==> config.mk <==
export PLATFORM = sky130hd
export DESIGN_NAME = tile_judge
export DESIGN_NICKNAME = d
export VERILOG_FILES = /design/src/rtl/tile_judge.sv
export SDC_FILE = /design/constraint.sdc
export NUM_CORES = 1
export LEC_CHECK = 0
export ABC_AREA = 1
export BUFFER_PORTS_ARGS = -buffer_cell sky130_fd_sc_hd__buf_2
export CAP_MARGIN = 20
export CORE_MARGIN = 5
export CORE_UTILIZATION = 55
export DETAILED_ROUTE_END_ITERATION = 16
export PLACE_DENSITY_LB_ADDON = 0.25
export SLEW_MARGIN = 20
export SYNTH_ARGS = -nofsm -noshare
export SYNTH_HDL_FRONTEND = slang
export SYNTH_SLANG_ARGS = --single-unit
==> constraint.sdc <==
create_clock -name clk -period 1.8 [get_ports clk]
set_input_delay 0 -clock clk [delete_from_list [all_inputs] [get_ports clk]]
set_output_delay 0 -clock clk [all_outputs]
set_load 0.01 [all_outputs]
==> src/rtl/tile_judge.sv <==
// Hit/miss judge for the falling-tile game: synchronizes lane keys, scores hits
// against the bottom line, tracks lives and owns the idle/play/over game state.
module tile_judge #(
    parameter int LIVES   = 3,
    parameter int SCORE_W = 10
) (
    input  logic               clk,
    input  logic               resetn,
    input  logic               start,
    input  logic               shift,
    input  logic [2:0]         bottom,
    input  logic [3:0]         key,
    output logic               correct_in,
    output logic               miss,
    output logic [SCORE_W-1:0] score,
    output logic [2:0]         lives,
    output logic [1:0]         state,
    output logic               game_over
);

    typedef enum logic [1:0] {
        ST_IDLE = 2'd0,
        ST_PLAY = 2'd1,
        ST_OVER = 2'd2
    } state_t;

    localparam logic [2:0]         LIVES_INIT = 3'(LIVES);
    localparam logic [SCORE_W-1:0] SCORE_MAX  = {SCORE_W{1'b1}};
    localparam logic [SCORE_W-1:0] SCORE_ONE  = SCORE_W'(1);

    // Lane codes 1..4 select one key; everything else is an empty line.
    function automatic logic [3:0] lane_mask(input logic [2:0] code);
        logic [3:0] m;
        case (code)
            3'd1:    m = 4'b0001;
            3'd2:    m = 4'b0010;
            3'd3:    m = 4'b0100;
            3'd4:    m = 4'b1000;
            default: m = 4'b0000;
        endcase
        return m;
    endfunction

    state_t             state_q, state_d;
    logic [SCORE_W-1:0] score_q, score_d;
    logic [2:0]         lives_q, lives_d;
    logic               hit_q, hit_d;
    logic               correct_q, correct_d;
    logic               miss_q, miss_d;
    logic               game_over_q, game_over_d;
    logic [3:0]         key_s1_q, key_s1_d;
    logic [3:0]         key_s2_q, key_s2_d;
    logic [3:0]         key_prev_q, key_prev_d;

    logic [3:0] press_s;
    logic [3:0] lane_s;
    logic       tile_s;
    logic       good_s;
    logic       bad_s;
    logic       drop_s;
    logic       lose_s;

    assign press_s = key_s2_q & ~key_prev_q;
    assign lane_s  = lane_mask(bottom);
    assign tile_s  = |lane_s;
    assign good_s  = tile_s & ~hit_q & (press_s == lane_s);
    assign bad_s   = (|press_s) & ~good_s;
    assign drop_s  = shift & tile_s & ~hit_q & ~good_s;
    // A wrong press and a dropped tile in the same cycle still cost a single life.
    assign lose_s  = bad_s | drop_s;

    // Next-state logic for the key path, game state, score, lives and pulses.
    always_comb begin
        key_s1_d   = key;
        key_s2_d   = key_s1_q;
        key_prev_d = key_s2_q;
        state_d    = state_q;
        score_d    = score_q;
        lives_d    = lives_q;
        hit_d      = hit_q;
        correct_d  = 1'b0;
        miss_d     = 1'b0;
        case (state_q)
            ST_IDLE, ST_OVER: begin
                if (start) begin
                    state_d = ST_PLAY;
                    score_d = {SCORE_W{1'b0}};
                    lives_d = LIVES_INIT;
                    hit_d   = 1'b0;
                end else begin
                    state_d = state_q;
                end
            end
            ST_PLAY: begin
                // Setting hit wins over the clearing effect of a coincident shift.
                if (good_s) begin
                    correct_d = 1'b1;
                    hit_d     = 1'b1;
                    if (score_q != SCORE_MAX) begin
                        score_d = score_q + SCORE_ONE;
                    end else begin
                        score_d = score_q;
                    end
                end else if (shift) begin
                    hit_d = 1'b0;
                end else begin
                    hit_d = hit_q;
                end
                if (lose_s && (lives_q != 3'd0)) begin
                    miss_d  = 1'b1;
                    lives_d = lives_q - 3'd1;
                    if (lives_q == 3'd1) begin
                        state_d = ST_OVER;
                    end else begin
                        state_d = ST_PLAY;
                    end
                end else begin
                    miss_d = 1'b0;
                end
            end
            default: begin
                state_d = ST_IDLE;
            end
        endcase
        game_over_d = (state_d == ST_OVER);
    end

    // State register with synchronous active-low reset.
    always_ff @(posedge clk) begin
        if (!resetn) begin
            state_q     <= ST_IDLE;
            score_q     <= {SCORE_W{1'b0}};
            lives_q     <= LIVES_INIT;
            hit_q       <= 1'b0;
            correct_q   <= 1'b0;
            miss_q      <= 1'b0;
            game_over_q <= 1'b0;
            key_s1_q    <= 4'b0000;
            key_s2_q    <= 4'b0000;
            key_prev_q  <= 4'b0000;
        end else begin
            state_q     <= state_d;
            score_q     <= score_d;
            lives_q     <= lives_d;
            hit_q       <= hit_d;
            correct_q   <= correct_d;
            miss_q      <= miss_d;
            game_over_q <= game_over_d;
            key_s1_q    <= key_s1_d;
            key_s2_q    <= key_s2_d;
            key_prev_q  <= key_prev_d;
        end
    end

    assign correct_in = correct_q;
    assign miss       = miss_q;
    assign score      = score_q;
    assign lives      = lives_q;
    assign state      = state_q;
    assign game_over  = game_over_q;

endmodule
==> metrics.txt, run 1 <==
# TYPE chip_impl_metric gauge
chip_impl_metric{name="vias_in_the_first_global_route",unit=""} 1560
chip_impl_metric{name="grt_first_pass_wirelength",unit="um"} 6660
chip_impl_metric{name="layout.cell_area.non_filler",unit="um2"} 2030
chip_impl_metric{name="smallest_setup_slack_after_layout",unit="ns"} 0.0923
chip_impl_metric{name="routabilityCongestion",unit=""} 0.830
chip_impl_metric{name="syn-num-nets",unit=""} 265
chip_impl_info{name="min-delay-path-class",value="input pin to flip-flop"} 1
chip_impl_metric{name="clock-sinks",unit=""} 31
chip_impl_metric{name="drt.antenna.violating_nets",unit=""} 0
chip_impl_metric{name="synthAdderAreaFrac",unit=""} 0.0298
chip_impl_metric{name="yosys_register_bits",unit=""} 31
chip_impl_metric{name="synth.top_cell.area_share",unit=""} 0.369
chip_impl_metric{name="antenna_found_initial",unit=""} 0
chip_impl_metric{name="numCtsBuffers",unit=""} 5
chip_impl_metric{name="total_power_divided_by_cell_area",unit="nW/um2"} 709
chip_impl_metric{name="detailed_placer_s_ending_hpwl",unit="um"} 2710
chip_impl_metric{name="yosysWarningCount",unit=""} 0
chip_impl_metric{name="port-buffer-count",unit=""} 28
chip_impl_metric{name="ys_async_sr_fraction",unit=""} 0
chip_impl_metric{name="clock_tree.buffer_depth",unit=""} 2
chip_impl_metric{name="synth-seq-area-share",unit=""} 0.369
chip_impl_metric{name="detailroute.via_count",unit=""} 1662
chip_impl_metric{name="hold_slack",unit="ns"} 0.0634
chip_impl_metric{name="cp_max_fo",unit=""} 7
chip_impl_metric{name="clock-skew-final",unit="ns"} 0.0113
chip_impl_metric{name="insertion_delay",unit="ns"} 0.35
chip_impl_metric{name="drc",unit=""} 0
chip_impl_info{name="grt_setup_unrepaired",value="no"} 1
chip_impl_metric{name="cts.clk_slew.worst_paths",unit="ns"} 0.11
chip_impl_metric{name="cellLeakagePower",unit="nW"} 1.02
chip_impl_metric{name="synthesis.area",unit="um2"} 1680
chip_impl_info{name="setup.worst_path.class",value="flip-flop to flip-flop"} 1
chip_impl_metric{name="final.period_utilization",unit=""} 0.949
chip_impl_metric{name="yosys-mux-area-fraction",unit=""} 0
chip_impl_metric{name="mean_instance_size_in_the_synthesized_netlist",unit="um2"} 6.72
chip_impl_info{name="layout_commonest_cell",value="sky130_fd_sc_hd__nand2_1"} 1
chip_impl_info{name="synth_top_flop_cell",value="sky130_fd_sc_hd__dfxtp_1"} 1
chip_impl_metric{name="fraction_of_synthesized_cell_area_in_xor_and_xnor_cells",unit=""} 0.0313
chip_impl_info{name="slowest_stage",value="sky130_fd_sc_hd__dfxtp_2"} 1
chip_impl_metric{name="fin_nets",unit=""} 308
chip_impl_metric{name="wirelength",unit="um"} 3740
chip_impl_metric{name="core_area",unit="um2"} 3000
chip_impl_info{name="cts_tree",value="done"} 1
chip_impl_metric{name="setup-tns-final",unit="ns"} 0
chip_impl_metric{name="die-height",unit="um"} 65.3
chip_impl_info{name="cp_top_family",value="simple AND/OR/NAND/NOR gates"} 1
chip_impl_info{name="clockRootBuffer",value="sky130_fd_sc_hd__clkbuf_4"} 1
chip_impl_metric{name="cts.htree.levels",unit=""} 2
chip_impl_metric{name="timing_max_transition_violations_final",unit=""} 0
chip_impl_info{name="mostFrequentLayoutCells",value="sky130_fd_sc_hd__nand2_1 (73), sky130_fd_sc_hd__inv_1 (33), sky130_fd_sc_hd__nor2_1 (30), sky130_fd_sc_hd__dfxtp_1 (30), sky130_fd_sc_hd__buf_2 (28)"} 1
chip_impl_metric{name="synth-compound-area-share",unit=""} 0.0797
chip_impl_info{name="setup.worst_path.start_class",value="flip-flop"} 1
chip_impl_metric{name="drc_violation_total_after_the_first_tritonroute_iteration",unit=""} 90
chip_impl_metric{name="worst_ep_required_time",unit="ns"} 2.03
chip_impl_metric{name="place.detailed.instances",unit=""} 312
chip_impl_metric{name="report.final.hold_viol_count",unit=""} 0
chip_impl_metric{name="area_fraction_in_and_or_nand_and_nor_cells_after_synthesis",unit=""} 0.383
chip_impl_metric{name="num_io_pins",unit=""} 29
chip_impl_metric{name="vias_per_cell",unit=""} 5.08
chip_impl_metric{name="total_routing_usage_reported_by_global_routing",unit=""} 0.201
chip_impl_metric{name="share_of_layout_cells_above_drive_strength_1",unit=""} 0.224
chip_impl_metric{name="placedInstanceArea",unit="um2"} 1880
chip_impl_info{name="synthTopCellsByArea",value="sky130_fd_sc_hd__dfxtp_1 (37%), sky130_fd_sc_hd__nand2_1 (16%), sky130_fd_sc_hd__inv_1 (7.4%)"} 1
chip_impl_metric{name="floorplan.initialDensity",unit=""} 0.560
chip_impl_metric{name="post_drt_wl_per_cell",unit="um"} 11.4
chip_impl_metric{name="timing.critical_path.slowest_cell_delay",unit="ns"} 0.40
chip_impl_metric{name="antennaDiodeCount",unit=""} 0
chip_impl_info{name="run_status",value="finished clean"} 1
chip_impl_info{name="largest_family_of_logic_cells_by_synthesized_area",value="simple AND/OR/NAND/NOR gates"} 1
chip_impl_metric{name="placementRows",unit=""} 20
chip_impl_metric{name="pre_cts_slack",unit="ns"} 0.0796
chip_impl_metric{name="worstPathBufferInverterCount",unit=""} 1
chip_impl_metric{name="die_area",unit="um2"} 4260
chip_impl_metric{name="final_period_minus_worst_setup_slack",unit="ns"} 1.71
chip_impl_metric{name="drt_pre_antenna_iters",unit=""} 4
chip_impl_metric{name="worst-endpoint-arrival",unit="ns"} 1.93
chip_impl_info{name="synth_largest_area_cell",value="sky130_fd_sc_hd__dfxtp_1"} 1
chip_impl_info{name="crit_path_end_kind",value="flip-flop"} 1
chip_impl_metric{name="non_filler_instances",unit=""} 327
chip_impl_metric{name="worst_slew_margin_rel",unit=""} 0.607
chip_impl_metric{name="grt-ovfl-total",unit=""} 0
chip_impl_info{name="crit_chain",value="ha_1 -> nand2_1 -> nor3b_2 -> nand4_2 -> buf_4 -> nand4_1 -> a21oi_2"} 1
chip_impl_metric{name="worst_pin_slew",unit="ns"} 0.589
chip_impl_metric{name="syn_inst",unit=""} 250
chip_impl_metric{name="synthDistinctLibCells",unit=""} 25
chip_impl_metric{name="area_growth",unit="%"} 20.8
chip_impl_metric{name="cap_violations",unit=""} 0
chip_impl_metric{name="total_of_endpoints_with_negative_setup_slack_in_the_final_report",unit=""} 0
chip_impl_metric{name="max_freq",unit="MHz"} 586
chip_impl_metric{name="vdd.ir_drop.worst",unit="mV"} 0.547
chip_impl_metric{name="grt_max_degree",unit=""} 16
chip_impl_metric{name="fp.dieW",unit="um"} 65.3
chip_impl_metric{name="synth_edf_count",unit=""} 0
[final timing paths]
path	startpoint	endpoint	slack, ns	depth (start not counted)
max	score[0]$_SDFFE_PN0P_	score[5]$_SDFFE_PN0P_	0.09	7
max reg2reg	score[0]$_SDFFE_PN0P_	score[5]$_SDFFE_PN0P_	0.09	7
min reg2reg	key_s1_q[0]$_SDFF_PN0_	key_prev_d[0]$_SDFF_PN0_	0.42	2
min	resetn	lives[0]$_SDFFE_PN1P_	0.06	3
[layout make-up]
| type | count | area [um2] |
|---|---|---|
| Inverter | 37 | 139 |
| Fill cell | 261 | 973 |
| Sequential cell | 31 | 622 |
| Timing Repair Buffer | 43 | 268 |
| Clock inverter | 1 | 7.51 |
| Multi-Input combinational cell | 175 | 887 |
| Clock buffer | 7 | 65.1 |
| Tap cell | 33 | 41.3 |
[worst reg2reg max path: stages (launching register included)]
cell                      delay, ns
sky130_fd_sc_hd__dfxtp_2       0.40
sky130_fd_sc_hd__ha_1          0.18
sky130_fd_sc_hd__nand2_1       0.11
sky130_fd_sc_hd__nor3b_2       0.29
sky130_fd_sc_hd__nand4_2       0.21
sky130_fd_sc_hd__buf_4         0.21
sky130_fd_sc_hd__nand4_1       0.11
sky130_fd_sc_hd__a21oi_2       0.06
[flip-flops by register name (all words and copies together), names as in the netlist]
register    count
miss            1
key_s1_q        4
lives           3
correct_in      1
key_prev_d      4
score          10
key_prev_q      4
hit_q           1
state           2
game_over       1
[Yosys cell counts, types with 2 or more instances]
| cell | number |
|---|---|
| sky130_fd_sc_hd__nor2_2 | 2 |
| sky130_fd_sc_hd__a21oi_2 | 7 |
| sky130_fd_sc_hd__nand2_2 | 3 |
| sky130_fd_sc_hd__o21ai_1 | 3 |
| sky130_fd_sc_hd__nor2_1 | 30 |
| sky130_fd_sc_hd__nand3_1 | 16 |
| sky130_fd_sc_hd__xnor2_1 | 2 |
| sky130_fd_sc_hd__xor2_1 | 4 |
| sky130_fd_sc_hd__ha_1 | 4 |
| sky130_fd_sc_hd__nand4_1 | 13 |
| sky130_fd_sc_hd__clkbuf_1 | 5 |
| sky130_fd_sc_hd__inv_2 | 4 |
| sky130_fd_sc_hd__nand2_1 | 73 |
| sky130_fd_sc_hd__nand3_2 | 2 |
| sky130_fd_sc_hd__inv_1 | 33 |
| sky130_fd_sc_hd__buf_6 | 2 |
| sky130_fd_sc_hd__dfxtp_1 | 31 |
| sky130_fd_sc_hd__a21oi_1 | 9 |
[stage by stage]
stage	util	total power, mW
global route	0.676	1.52
CTS	0.670	1.45
floorplan	-	0.896
global placement	0.626	0.953
detailed placement	0.626	0.955
finish	0.676	1.44
[cell families (layout without fill, tap and decap cells)]
group | count (synthesis) | after routing
flops | 31 | 31
buf+inv | 44 | 88
fa+ha+maj | 4 | 4
compound gates | 21 | 21
simple gates | 144 | 144
xor+xnor | 6 | 6
[report_power, final]
part           internal (mW)  leakage, nW  switching [mW]
registers              0.708        0.253          0.0154
logic                 0.0853        0.725           0.147
clock network          0.228       0.0375           0.256
[per-layer routing]
metal,GRT usage,up-vias,part of all wire
li1,-,874,-
met1,0.247,726,0.47
met2,0.306,50,0.44
met3,0.0530,12,0.057
met4,0.135,0,0.030
met5,0,-,0
[timing repair]
action                                  CTS  global route
buffers inserted                          0             1
resized for setup                         0             2
endpoints found under the setup margin    0            10
endpoints found under the hold margin     9             0
hold buffers                              6             0
Note: power is estimated with default switching activity, not from simulation.
==> run 2, diff against run 1 <==
--- a/config.mk
+++ b/config.mk
@@ -8,8 +8,10 @@
 export ABC_AREA = 1
 export BUFFER_PORTS_ARGS = -buffer_cell sky130_fd_sc_hd__buf_2
 export CAP_MARGIN = 20
+export CELL_PAD_IN_SITES_DETAIL_PLACEMENT = 1
+export CELL_PAD_IN_SITES_GLOBAL_PLACEMENT = 1
 export CORE_MARGIN = 5
-export CORE_UTILIZATION = 55
+export CORE_UTILIZATION = 39
 export DETAILED_ROUTE_END_ITERATION = 16
 export PLACE_DENSITY_LB_ADDON = 0.25
 export SLEW_MARGIN = 20
==> metrics.txt, run 2 (synthesis results as in run 1) <==
# TYPE chip_impl_metric gauge
chip_impl_metric{name="largest_register_ffs",unit=""} 10
chip_impl_metric{name="timing.critical_path.slowest_cell_delay",unit="ns"} 0.40
chip_impl_metric{name="fin_nets",unit=""} 304
chip_impl_metric{name="vias_in_the_first_global_route",unit=""} 1694
chip_impl_metric{name="worst_pin_slew",unit="ns"} 0.288
chip_impl_metric{name="insertion_delay",unit="ns"} 0.29
chip_impl_metric{name="clock-skew-final",unit="ns"} 0.00285
chip_impl_metric{name="clock-sinks",unit=""} 31
chip_impl_metric{name="non_filler_instances",unit=""} 340
chip_impl_metric{name="cap_violations",unit=""} 0
chip_impl_metric{name="drc",unit=""} 0
chip_impl_metric{name="final_period_minus_worst_setup_slack",unit="ns"} 1.61
chip_impl_metric{name="antenna_found_initial",unit=""} 0
chip_impl_info{name="clockRootBuffer",value="sky130_fd_sc_hd__clkbuf_8"} 1
chip_impl_metric{name="clock_tree.buffer_depth",unit=""} 2
chip_impl_metric{name="port-buffer-count",unit=""} 28
chip_impl_metric{name="vdd.ir_drop.worst",unit="mV"} 0.537
chip_impl_metric{name="p_int",unit="mW"} 1.24
chip_impl_metric{name="vias_per_cell",unit=""} 5.08
chip_impl_metric{name="power.share.combinational",unit=""} 0.141
chip_impl_info{name="layout_commonest_cell",value="sky130_fd_sc_hd__nand2_1"} 1
chip_impl_metric{name="power.total",unit="mW"} 1.69
chip_impl_metric{name="numCtsBuffers",unit=""} 5
chip_impl_metric{name="cellLeakagePower",unit="nW"} 1.02
chip_impl_metric{name="detailed_placer_s_ending_hpwl",unit="um"} 3430
chip_impl_metric{name="antennaDiodeCount",unit=""} 0
chip_impl_metric{name="worstPathBufferInverterCount",unit=""} 1
chip_impl_metric{name="total_power_divided_by_cell_area",unit="nW/um2"} 820
chip_impl_metric{name="area_growth",unit="%"} 22.6
chip_impl_info{name="holdCritStartpoint",value="start"} 1
chip_impl_info{name="setup.worst_path.start_class",value="flip-flop"} 1
chip_impl_metric{name="clockPowerShare",unit=""} 0.430
chip_impl_info{name="cp_top_family",value="simple AND/OR/NAND/NOR gates"} 1
chip_impl_metric{name="timing_max_transition_violations_final",unit=""} 0
chip_impl_info{name="crit-reg2reg-capture",value="score[0]$_SDFFE_PN0P_"} 1
chip_impl_metric{name="smallest_setup_slack_after_layout",unit="ns"} 0.187
chip_impl_metric{name="worst_slew_margin_rel",unit=""} 0.808
chip_impl_metric{name="num_io_pins",unit=""} 29
chip_impl_metric{name="die_area",unit="um2"} 5720
chip_impl_info{name="end_point_of_the_most_critical_hold_path",value="state[0]$_SDFF_PN0_"} 1
chip_impl_metric{name="wirelength",unit="um"} 4640
chip_impl_metric{name="max_freq",unit="MHz"} 620
chip_impl_metric{name="total_of_endpoints_with_negative_setup_slack_in_the_final_report",unit=""} 0
chip_impl_info{name="reg2reg_from",value="score[1]$_SDFFE_PN0P_"} 1
chip_impl_metric{name="worstHoldPathCells",unit=""} 3
chip_impl_metric{name="grt-ovfl-total",unit=""} 0
chip_impl_metric{name="worst-endpoint-arrival",unit="ns"} 1.79
chip_impl_metric{name="grt_first_pass_wirelength",unit="um"} 7720
chip_impl_info{name="mostFrequentLayoutCells",value="sky130_fd_sc_hd__nand2_1 (73), sky130_fd_sc_hd__inv_1 (33), sky130_fd_sc_hd__nor2_1 (30), sky130_fd_sc_hd__dfxtp_1 (30), sky130_fd_sc_hd__buf_2 (28)"} 1
chip_impl_metric{name="final.period_utilization",unit=""} 0.896
chip_impl_metric{name="placementRows",unit=""} 23
chip_impl_metric{name="drt_pre_antenna_iters",unit=""} 4
chip_impl_metric{name="detailroute.via_count",unit=""} 1727
chip_impl_metric{name="place.detailed.instances",unit=""} 328
chip_impl_metric{name="drc_violation_total_after_the_first_tritonroute_iteration",unit=""} 90
chip_impl_metric{name="report.final.hold_viol_count",unit=""} 0
chip_impl_metric{name="total_routing_usage_reported_by_global_routing",unit=""} 0.181
chip_impl_info{name="run_status",value="finished clean"} 1
chip_impl_info{name="grt_setup_unrepaired",value="no"} 1
chip_impl_info{name="slowest_stage",value="sky130_fd_sc_hd__dfxtp_1"} 1
chip_impl_metric{name="cts.htree.levels",unit=""} 2
chip_impl_metric{name="switching_power",unit="mW"} 0.451
chip_impl_metric{name="post_drt_wl_per_cell",unit="um"} 13.7
chip_impl_metric{name="setup-tns-final",unit="ns"} 0
chip_impl_info{name="crit_chain",value="ha_1 -> nand2_1 -> nor3b_2 -> nand4_2 -> buf_4 -> nand4_1 -> a21oi_2"} 1
chip_impl_metric{name="finish.utilization",unit=""} 0.504
chip_impl_metric{name="drt.antenna.violating_nets",unit=""} 0
chip_impl_metric{name="pre_cts_slack",unit="ns"} 0.164
chip_impl_metric{name="die-height",unit="um"} 75.6
chip_impl_metric{name="cp_max_fo",unit=""} 9
chip_impl_metric{name="core_area",unit="um2"} 4090
chip_impl_metric{name="number_of_setup_buffers_added_after_cts",unit=""} 0
chip_impl_info{name="min-delay-path-class",value="input pin to flip-flop"} 1
chip_impl_metric{name="routabilityCongestion",unit=""} 0.844
chip_impl_info{name="setup.worst_path.class",value="flip-flop to flip-flop"} 1
chip_impl_metric{name="reg2reg_depth",unit=""} 7
chip_impl_metric{name="cts.clk_slew.worst_paths",unit="ns"} 0.07
chip_impl_metric{name="p_sw_frac",unit=""} 0.267
chip_impl_metric{name="share_of_layout_cells_above_drive_strength_1",unit=""} 0.221
chip_impl_metric{name="floorplan.initialDensity",unit=""} 0.411
chip_impl_metric{name="worst_ep_required_time",unit="ns"} 1.98
chip_impl_info{name="crit_path_end_kind",value="flip-flop"} 1
chip_impl_metric{name="grt_max_degree",unit=""} 16
chip_impl_metric{name="rrSetupSlack",unit="ns"} 0.19
chip_impl_metric{name="fp.dieW",unit="um"} 75.6
chip_impl_metric{name="seq_power_share",unit=""} 0.429
chip_impl_info{name="cts_tree",value="done"} 1
[run 2: worst max path at each step]
stage	from	end	slack [ns]	cells after the start
2_1_floorplan	score[0]$_SDFFE_PN0P_	score[7]$_SDFFE_PN0P_	0.13	8
3_3_place_gp	score[0]$_SDFFE_PN0P_	score[2]$_SDFFE_PN0P_	0.24	7
3_5_place_dp	score[0]$_SDFFE_PN0P_	score[2]$_SDFFE_PN0P_	0.16	7
4_1_cts	score[0]$_SDFFE_PN0P_	score[2]$_SDFFE_PN0P_	0.16	7
5_1_grt	score[1]$_SDFFE_PN0P_	score[2]$_SDFFE_PN0P_	0.02	7
6_report	score[1]$_SDFFE_PN0P_	score[0]$_SDFFE_PN0P_	0.19	7
[run 2: metal layers]
metal	vias to the layer above	GRT usage	share of wire
li1	865	-	-
met1	819	0.230	0.45
met2	37	0.305	0.49
met3	6	0.0422	0.050
met4	0	0.0583	0.013
met5	-	0	0
[run 2: final cells by class]
cell class                 instances  area, um2
clock buffer                       6       82.6
clock inverter                     2       35.0
fill                             555       2030
inverter                          37        139
multi-input combinational        175        887
sequential                        31        622
tap                               50       62.6
timing repair buffer              39        233
[run 2: tightest hold or removal path: cells and delay by family]
family | cells | cell delay, ns
and+or+nand+nor | 1 | 0.06
buffers and inverters | 1 | 0.11
AOI/OAI and AO/OA | 1 | 0.06
[run 2: repair_timing]
action | CTS | global route
setup endpoints to repair | 0 | 8
hold endpoints to repair | 4 | 0
hold buffers | 4 | 0
resized for setup | 0 | 2
[run 2: power by group through the flow]
stage / Combinational [mW] / Sequential (mW) / Clock (mW)
floorplan: 0.153 / 0.743 / 0
finish: 0.238 / 0.724 / 0.727
CTS: 0.237 / 0.725 / 0.741
global placement: 0.221 / 0.739 / 0
detailed placement: 0.229 / 0.741 / 0
global route: 0.269 / 0.728 / 0.769
[run 2: metrics by stage]
stage          hold WS (ns)  instance area (um2)
3_5_place_dp          0.187                 1890
4_1_cts             0.00538                 2050
5_1_grt             0.00342                 2060
6_report            0.00298                 2060
2_1_floorplan        0.0976                 1680
3_3_place_gp          0.182                 1890
